File: config.mk
export PLATFORM = sky130hd
export DESIGN_NAME = pipe_mux_n_flat
export DESIGN_NICKNAME = d
export VERILOG_FILES = /design/src/rtl/mux_pkg.sv /design/src/rtl/pipe_mux_n_if.sv /design/src/rtl/skid_buf.sv /design/src/rtl/pipe_mux_n.sv /design/src/flat_wrapper.sv
export SDC_FILE = /design/constraint.sdc
export NUM_CORES = 1
export LEC_CHECK = 0
export ABC_AREA = 1
export CAP_MARGIN = 0
export CORE_UTILIZATION = 40
export CTS_BUF_LIST = sky130_fd_sc_hd__clkbuf_8
export DETAILED_ROUTE_END_ITERATION = 10
export HOLD_SLACK_MARGIN = 0.15
export PLACE_DENSITY = 0.79
export SLEW_MARGIN = 15
export SYNTH_ARGS = -nofsm -noshare
export SYNTH_HDL_FRONTEND = slang
export SYNTH_SLANG_ARGS = --single-unit
export TNS_END_PERCENT = 10
File: constraint.sdc
create_clock -name clk -period 2.2 [get_ports clk]
set_input_delay 0.44 -clock clk [delete_from_list [all_inputs] [get_ports clk]]
set_output_delay 0.44 -clock clk [all_outputs]
set_load 0.005 [all_outputs]
File: src/rtl/mux_pkg.sv
// Shared definitions for the registered N-way select stage.
package mux_pkg;

  // Largest supported number of input words.
  localparam int MUX_MAX_IN = 16;

  // Occupancy of the two-entry skid buffer. The encoding is the entry count.
  typedef enum logic [1:0] {
    EMPTY = 2'd0,
    ONE   = 2'd1,
    FULL  = 2'd2
  } skid_state_t;

  // Width of the select index. It is never narrower than one bit.
  function automatic int sel_w(input int n);
    return (n <= 2) ? 1 : $clog2(n);
  endfunction

endpackage

File: src/rtl/pipe_mux_n_if.sv
// Handshake bundle between a producer and the registered select stage.
interface pipe_mux_n_if
  import mux_pkg::*;
#(
  parameter int WIDTH = 32,
  parameter int N_IN  = 4
);

  localparam int SEL_W = sel_w(N_IN);

  logic [N_IN*WIDTH-1:0] in_data;
  logic [SEL_W-1:0]      in_sel;
  logic                  in_valid;
  logic                  in_ready;
  logic                  flush;
  logic [WIDTH-1:0]      out_data;
  logic                  out_err;
  logic                  out_valid;
  logic                  out_ready;
  logic [1:0]            occupancy;

  modport master (
    output in_data, in_sel, in_valid, flush, out_ready,
    input  in_ready, out_data, out_err, out_valid, occupancy
  );

  modport slave (
    input  in_data, in_sel, in_valid, flush, out_ready,
    output in_ready, out_data, out_err, out_valid, occupancy
  );

endinterface

File: src/rtl/skid_buf.sv
// Two-entry skid buffer: main register M drives the output, skid register S
// absorbs the word accepted in the cycle back-pressure appears.
module skid_buf
  import mux_pkg::*;
#(
  parameter int DW = 33
) (
  input  logic          clk,
  input  logic          rst_n,
  input  logic          flush,
  input  logic [DW-1:0] in_word,
  input  logic          in_valid,
  output logic          in_ready,
  output logic [DW-1:0] out_word,
  output logic          out_valid,
  input  logic          out_ready,
  output logic [1:0]    occupancy
);

  skid_state_t   state;
  skid_state_t   state_n;
  logic [DW-1:0] skid_word;
  logic          in_xfer;
  logic          out_xfer;
  logic          load_m_in;
  logic          load_m_skid;
  logic          load_skid;

  // Both handshakes use only registered flags, so in_ready never depends
  // combinationally on out_ready or in_valid.
  assign in_xfer  = in_valid && in_ready;
  assign out_xfer = out_valid && out_ready;

  // Next state and register load selects; flush overrides every transfer.
  always_comb begin
    // NOTE: every output of this block gets a default first so no latch is inferred.
    state_n     = state;
    load_m_in   = 1'b0;
    load_m_skid = 1'b0;
    load_skid   = 1'b0;
    if (flush) begin
      state_n = EMPTY;
    end else begin
      unique case (state)
        EMPTY: begin
          if (in_xfer) begin
            load_m_in = 1'b1;
            state_n   = ONE;
          end
        end
        ONE: begin
          if (in_xfer && out_xfer) begin
            load_m_in = 1'b1;
          end else if (in_xfer) begin
            load_skid = 1'b1;
            state_n   = FULL;
          end else if (out_xfer) begin
            state_n = EMPTY;
          end
        end
        FULL: begin
          if (out_xfer) begin
            load_m_skid = 1'b1;
            state_n     = ONE;
          end
        end
        default: state_n = EMPTY;
      endcase
    end
  end

  // State, data registers and registered flags derived from the next state.
  always_ff @(posedge clk) begin
    if (!rst_n) begin
      // NOTE: the data registers are reset too, so out_data reads 0 after reset.
      state     <= EMPTY;
      out_word  <= '0;
      skid_word <= '0;
      in_ready  <= 1'b1;
      out_valid <= 1'b0;
      occupancy <= 2'd0;
    end else begin
      // NOTE: non-blocking assignments so every register samples pre-edge values.
      state <= state_n;
      if (load_m_in) begin
        out_word <= in_word;
      end else if (load_m_skid) begin
        out_word <= skid_word;
      end
      if (load_skid) begin
        skid_word <= in_word;
      end
      in_ready  <= (state_n != FULL);
      out_valid <= (state_n != EMPTY);
      occupancy <= state_n;
    end
  end

endmodule

File: src/rtl/pipe_mux_n.sv
// Registered N-way word select with valid/ready handshake and flush.
// Out-of-range selects forward zero with the error flag set.
module pipe_mux_n
  import mux_pkg::*;
#(
  parameter int WIDTH = 32,
  parameter int N_IN  = 4
) (
  input  logic         clk,
  input  logic         rst_n,
  pipe_mux_n_if.slave  bus
);

  localparam int SEL_W = sel_w(N_IN);
  // Never scan beyond the supported input count.
  localparam int N_SEL = (N_IN < MUX_MAX_IN) ? N_IN : MUX_MAX_IN;

  logic [WIDTH-1:0] sel_word;
  logic             sel_err;
  logic [WIDTH:0]   out_word;

  // Select the indexed word; an index with no matching word flags an error.
  always_comb begin
    sel_word = '0;
    sel_err  = 1'b1;
    for (int k = 0; k < N_SEL; k++) begin
      if (bus.in_sel == SEL_W'(k)) begin
        sel_word = bus.in_data[k*WIDTH +: WIDTH];
        sel_err  = 1'b0;
      end
    end
  end

  skid_buf #(
    .DW(WIDTH + 1)
  ) u_skid (
    .clk       (clk),
    .rst_n     (rst_n),
    .flush     (bus.flush),
    .in_word   ({sel_err, sel_word}),
    .in_valid  (bus.in_valid),
    .in_ready  (bus.in_ready),
    .out_word  (out_word),
    .out_valid (bus.out_valid),
    .out_ready (bus.out_ready),
    .occupancy (bus.occupancy)
  );

  assign bus.out_data = out_word[WIDTH-1:0];
  assign bus.out_err  = out_word[WIDTH];

endmodule
File: src/flat_wrapper.sv
// flat-port wrapper written by rule: the top's interface ports become plain ports
module pipe_mux_n_flat import mux_pkg::*;
#(
  parameter int WIDTH = 32,
  parameter int N_IN  = 4
)
  (clk, rst_n, bus_in_data, bus_in_sel, bus_in_valid, bus_flush, bus_out_ready, bus_in_ready, bus_out_data, bus_out_err, bus_out_valid, bus_occupancy);
  pipe_mux_n_if #(.WIDTH(WIDTH), .N_IN(N_IN)) bus_i ();
  input  logic clk;
  input  logic rst_n;
  input wire logic [$bits(bus_i.in_data)-1:0] bus_in_data;
  input wire logic [$bits(bus_i.in_sel)-1:0] bus_in_sel;
  input wire logic [$bits(bus_i.in_valid)-1:0] bus_in_valid;
  input wire logic [$bits(bus_i.flush)-1:0] bus_flush;
  input wire logic [$bits(bus_i.out_ready)-1:0] bus_out_ready;
  output wire logic [$bits(bus_i.in_ready)-1:0] bus_in_ready;
  output wire logic [$bits(bus_i.out_data)-1:0] bus_out_data;
  output wire logic [$bits(bus_i.out_err)-1:0] bus_out_err;
  output wire logic [$bits(bus_i.out_valid)-1:0] bus_out_valid;
  output wire logic [$bits(bus_i.occupancy)-1:0] bus_occupancy;
  assign bus_i.in_data = bus_in_data;
  assign bus_i.in_sel = bus_in_sel;
  assign bus_i.in_valid = bus_in_valid;
  assign bus_i.flush = bus_flush;
  assign bus_i.out_ready = bus_out_ready;
  assign bus_in_ready = bus_i.in_ready;
  assign bus_out_data = bus_i.out_data;
  assign bus_out_err = bus_i.out_err;
  assign bus_out_valid = bus_i.out_valid;
  assign bus_occupancy = bus_i.occupancy;
  pipe_mux_n #(.WIDTH(WIDTH), .N_IN(N_IN)) u_core (.clk(clk), .rst_n(rst_n), .bus(bus_i));
endmodule
==> results.yml <==
power_and_ir_drop:
  internal-power_uw: 2373
  p_clk_frac: 0.369
  ir_worst_vdd_mv: 0.3984
  powerDensity_nw_per_um2: 572.7
  power.switching_uw: 858.9
  pwr-share-seq: 0.419
  power_frac_comb: 0.212
  power_uw: 3232
  p_sw_frac: 0.2658
  p_leak_uw: 0.002259
clock_tree:
  cts_tree: "built"
  postCtsHoldBufs: 0
  clk_latency_ns: 0.35
  root_buffer: "clkbuf_8"
  post_cts_buffers: 0
  clk_pin_slew_ns: 0.09
  cts_resized: 0
  htree_levels: 3
  cts_buffers: 9
  cts.path.max_buffers: 2
  clock-sinks: 70
timing:
  slew_headroom: 0.7068
  finalClockSkew_ns: 0.01199
  finalSetupTns_ns: 0
  period_needed_ns: 1.774
  setup_violations: 0
  finalHoldViolations: 0
  min_period_over_period: 0.8064
  hold_slack_ns: 0.4354
  worst_pin_slew_ns: 0.4383
  rsz0062_at_grt: "no"
  drv_slew: 0
  fmax_mhz: 563.7
synthesis:
  synth_area_um2: 3567
  ys_seq_elements: 70
  synth_edf_count: 0
  synth_area_leaders: "dfxtp_1 (39%), nand2_1 (15%), o21ai_0 (13%)"
  synth_area_leader_cell: "dfxtp_1"
  ys_async_sr_fraction: 0
  postSynthCellCount: 551
  ys_types: 22
  synth_nets: 686
  yosysSeqAreaShare: 0.3928
  synth_top_area_share: 0.3928
  ys.flop_type: "dfxtp_1"
  yosys_warnings: 0
  syn-mean-instance-area_um2: 6.474
setup_path:
  reg2reg_depth: 6
  rr_startpoint: "u_core.u_skid.state[1]"
  critPathLaunch: "bus_out_ready"
  critPathArrivalTime_ns: 2.05
  critical_path_class: "primary input to flip-flop"
  crit_required_ns: 2.48
  critPathMaxFanout: 23
  crit_end: "u_core.u_skid.out_word[14]"
  end_kind: "flip-flop"
  worst_setup_path_start_kind: "primary input"
  r2r_end: "u_core.u_skid.out_word[14]"
  r2r_slack_ns: 0.59
placed_design:
  dp.cells: 813
  gp_congestion: 0.8517
  postPlaceCellArea_um2: 5413
  place_hpwl_um: 9033
  port_buffers: 171
outcome:
  outcome: "completed"
run:
  cap_violations: 0
routing:
  post_drt_wl_per_cell_um: 14.83
  vias: 4415
  drt_pass1_iterations: 5
  remaining_drc_errors: 0
  vias_per_cell: 5.326
  drtIter0Drc: 229
  antenna_left: 0
  drt-total-wl_um: 12300
global_routing:
  antenna_found_initial: 0
  grt_usage: 0.2652
  first_global_vias: 4022
  grt-ovfl-total: 0
  grt_pass1_wl_um: 18980
  grt_max_degree: 40
floorplan:
  fp.dieArea_um2: 9300
  ios: 172
  fp.coreArea_um2: 8678
  start_util: 0.4110
  fp.dieW_um: 96.44
  core.rowCount: 34
  die_y_um: 96.44
final_layout:
  drive_above_1_share: 0.07074
  syn_to_final_growth_pct: 58.19
  antenna-diode-count: 0
  final_common_cell: "clkdlybuf4s50_1"
  layout.cells.non_filler: 829
  final_cell_mix: "clkdlybuf4s50_1 (170), nand2_1 (144), o21ai_0 (96), dfxtp_1 (70), nor2_1 (64)"
  nNetsFinal: 851
  fill_cells: 783
  design_area_um2: 5643
hold_path:
  hp-class: "flip-flop to flip-flop"
  min-delay-start: "u_core.u_skid.skid_word[32]"
## synthesized netlist by cell type (3+ instances only)
master    instances
nand4_1          17
nand3_1          45
nand2_1         144
dfxtp_1          70
nor2_2            4
or2_1             8
nand2_2           3
buf_4             3
inv_1            11
nor2_1           64
or2_2             5
buf_2            13
o21ai_0          96
clkbuf_1         18
a21oi_1          41
## sequential cells by signal (all words and copies together), names as in the netlist
signal,cells
u_core.u_skid.in_ready,1
u_core.u_skid.out_valid,1
u_core.u_skid.out_word,33
u_core.u_skid.skid_word,33
u_core.u_skid.state,2
## logic make-up (layout without fill, tap and decap cells)
family / Yosys count / after routing / synth area share
AND/OR/NAND/NOR: 293 / 293 / 0.3532
AO/OA/AOI/OAI: 137 / 137 / 0.1922
flip-flops: 70 / 70 / 0.3928
buffers and inverters: 51 / 221 / 0.06173
## through the flow
step                setup WS [ns]    util
finish                     0.4260  0.6502
global route               0.3123  0.6502
CTS                        0.4525  0.6502
detailed placement         0.1108  0.6237
global placement           0.1958  0.6237
floorplan                  0.7431       -
## power groups by stage
stage               logic, uW  clock network (uW)  registers [uW]
CTS                       684                1200            1350
global placement          670                   0            1380
floorplan                 261                   0            1380
global route              748                1260            1360
detailed placement        680                   0            1380
finish                    684                1190            1350
## worst min-delay path by stage
stage | end | slack [ns] | cells past startpoint
2_1_floorplan | u_core.u_skid.skid_word[32] | 0.42 | 2
3_3_place_gp | u_core.u_skid.skid_word[32] | 0.42 | 2
3_5_place_dp | u_core.u_skid.skid_word[32] | 0.42 | 2
4_1_cts | u_core.u_skid.skid_word[32] | 0.44 | 2
5_1_grt | u_core.u_skid.skid_word[32] | 0.45 | 2
6_report | u_core.u_skid.skid_word[32] | 0.44 | 2
## routing by layer
metal  vias to the layer above  track usage  part of all wire
li1                       2165            -                 -
met1                      2083       0.3357              0.42
met2                       146       0.4634              0.51
met3                        21      0.03365             0.054
met4                         0      0.09191             0.018
met5                         -            0                 0
## cell type report
| class | instances | area (um2) | share of cell area |
|---|---|---|---|
| Sequential cell | 70 | 1401 | 0.2483 |
| Timing Repair Buffer | 190 | 1874 | 0.3322 |
| Inverter | 15 | 56.30 | 0.009978 |
| Tap cell | 108 | 135.1 | 0.02395 |
| Clock inverter | 7 | 106.4 | 0.01885 |
| Multi-Input combinational cell | 430 | 1946 | 0.3448 |
| Clock buffer | 9 | 123.9 | 0.02195 |
## critical path, stage by stage
cell and delay, ns:
clkdlybuf4s50_1 0.46, nand2_1 0.08, nand2_1 0.16, nand3_1 0.19
nand2_2 0.39, o21ai_0 0.16, a21oi_1 0.17
No activity file was read; power rests on OpenSTA's default activity.
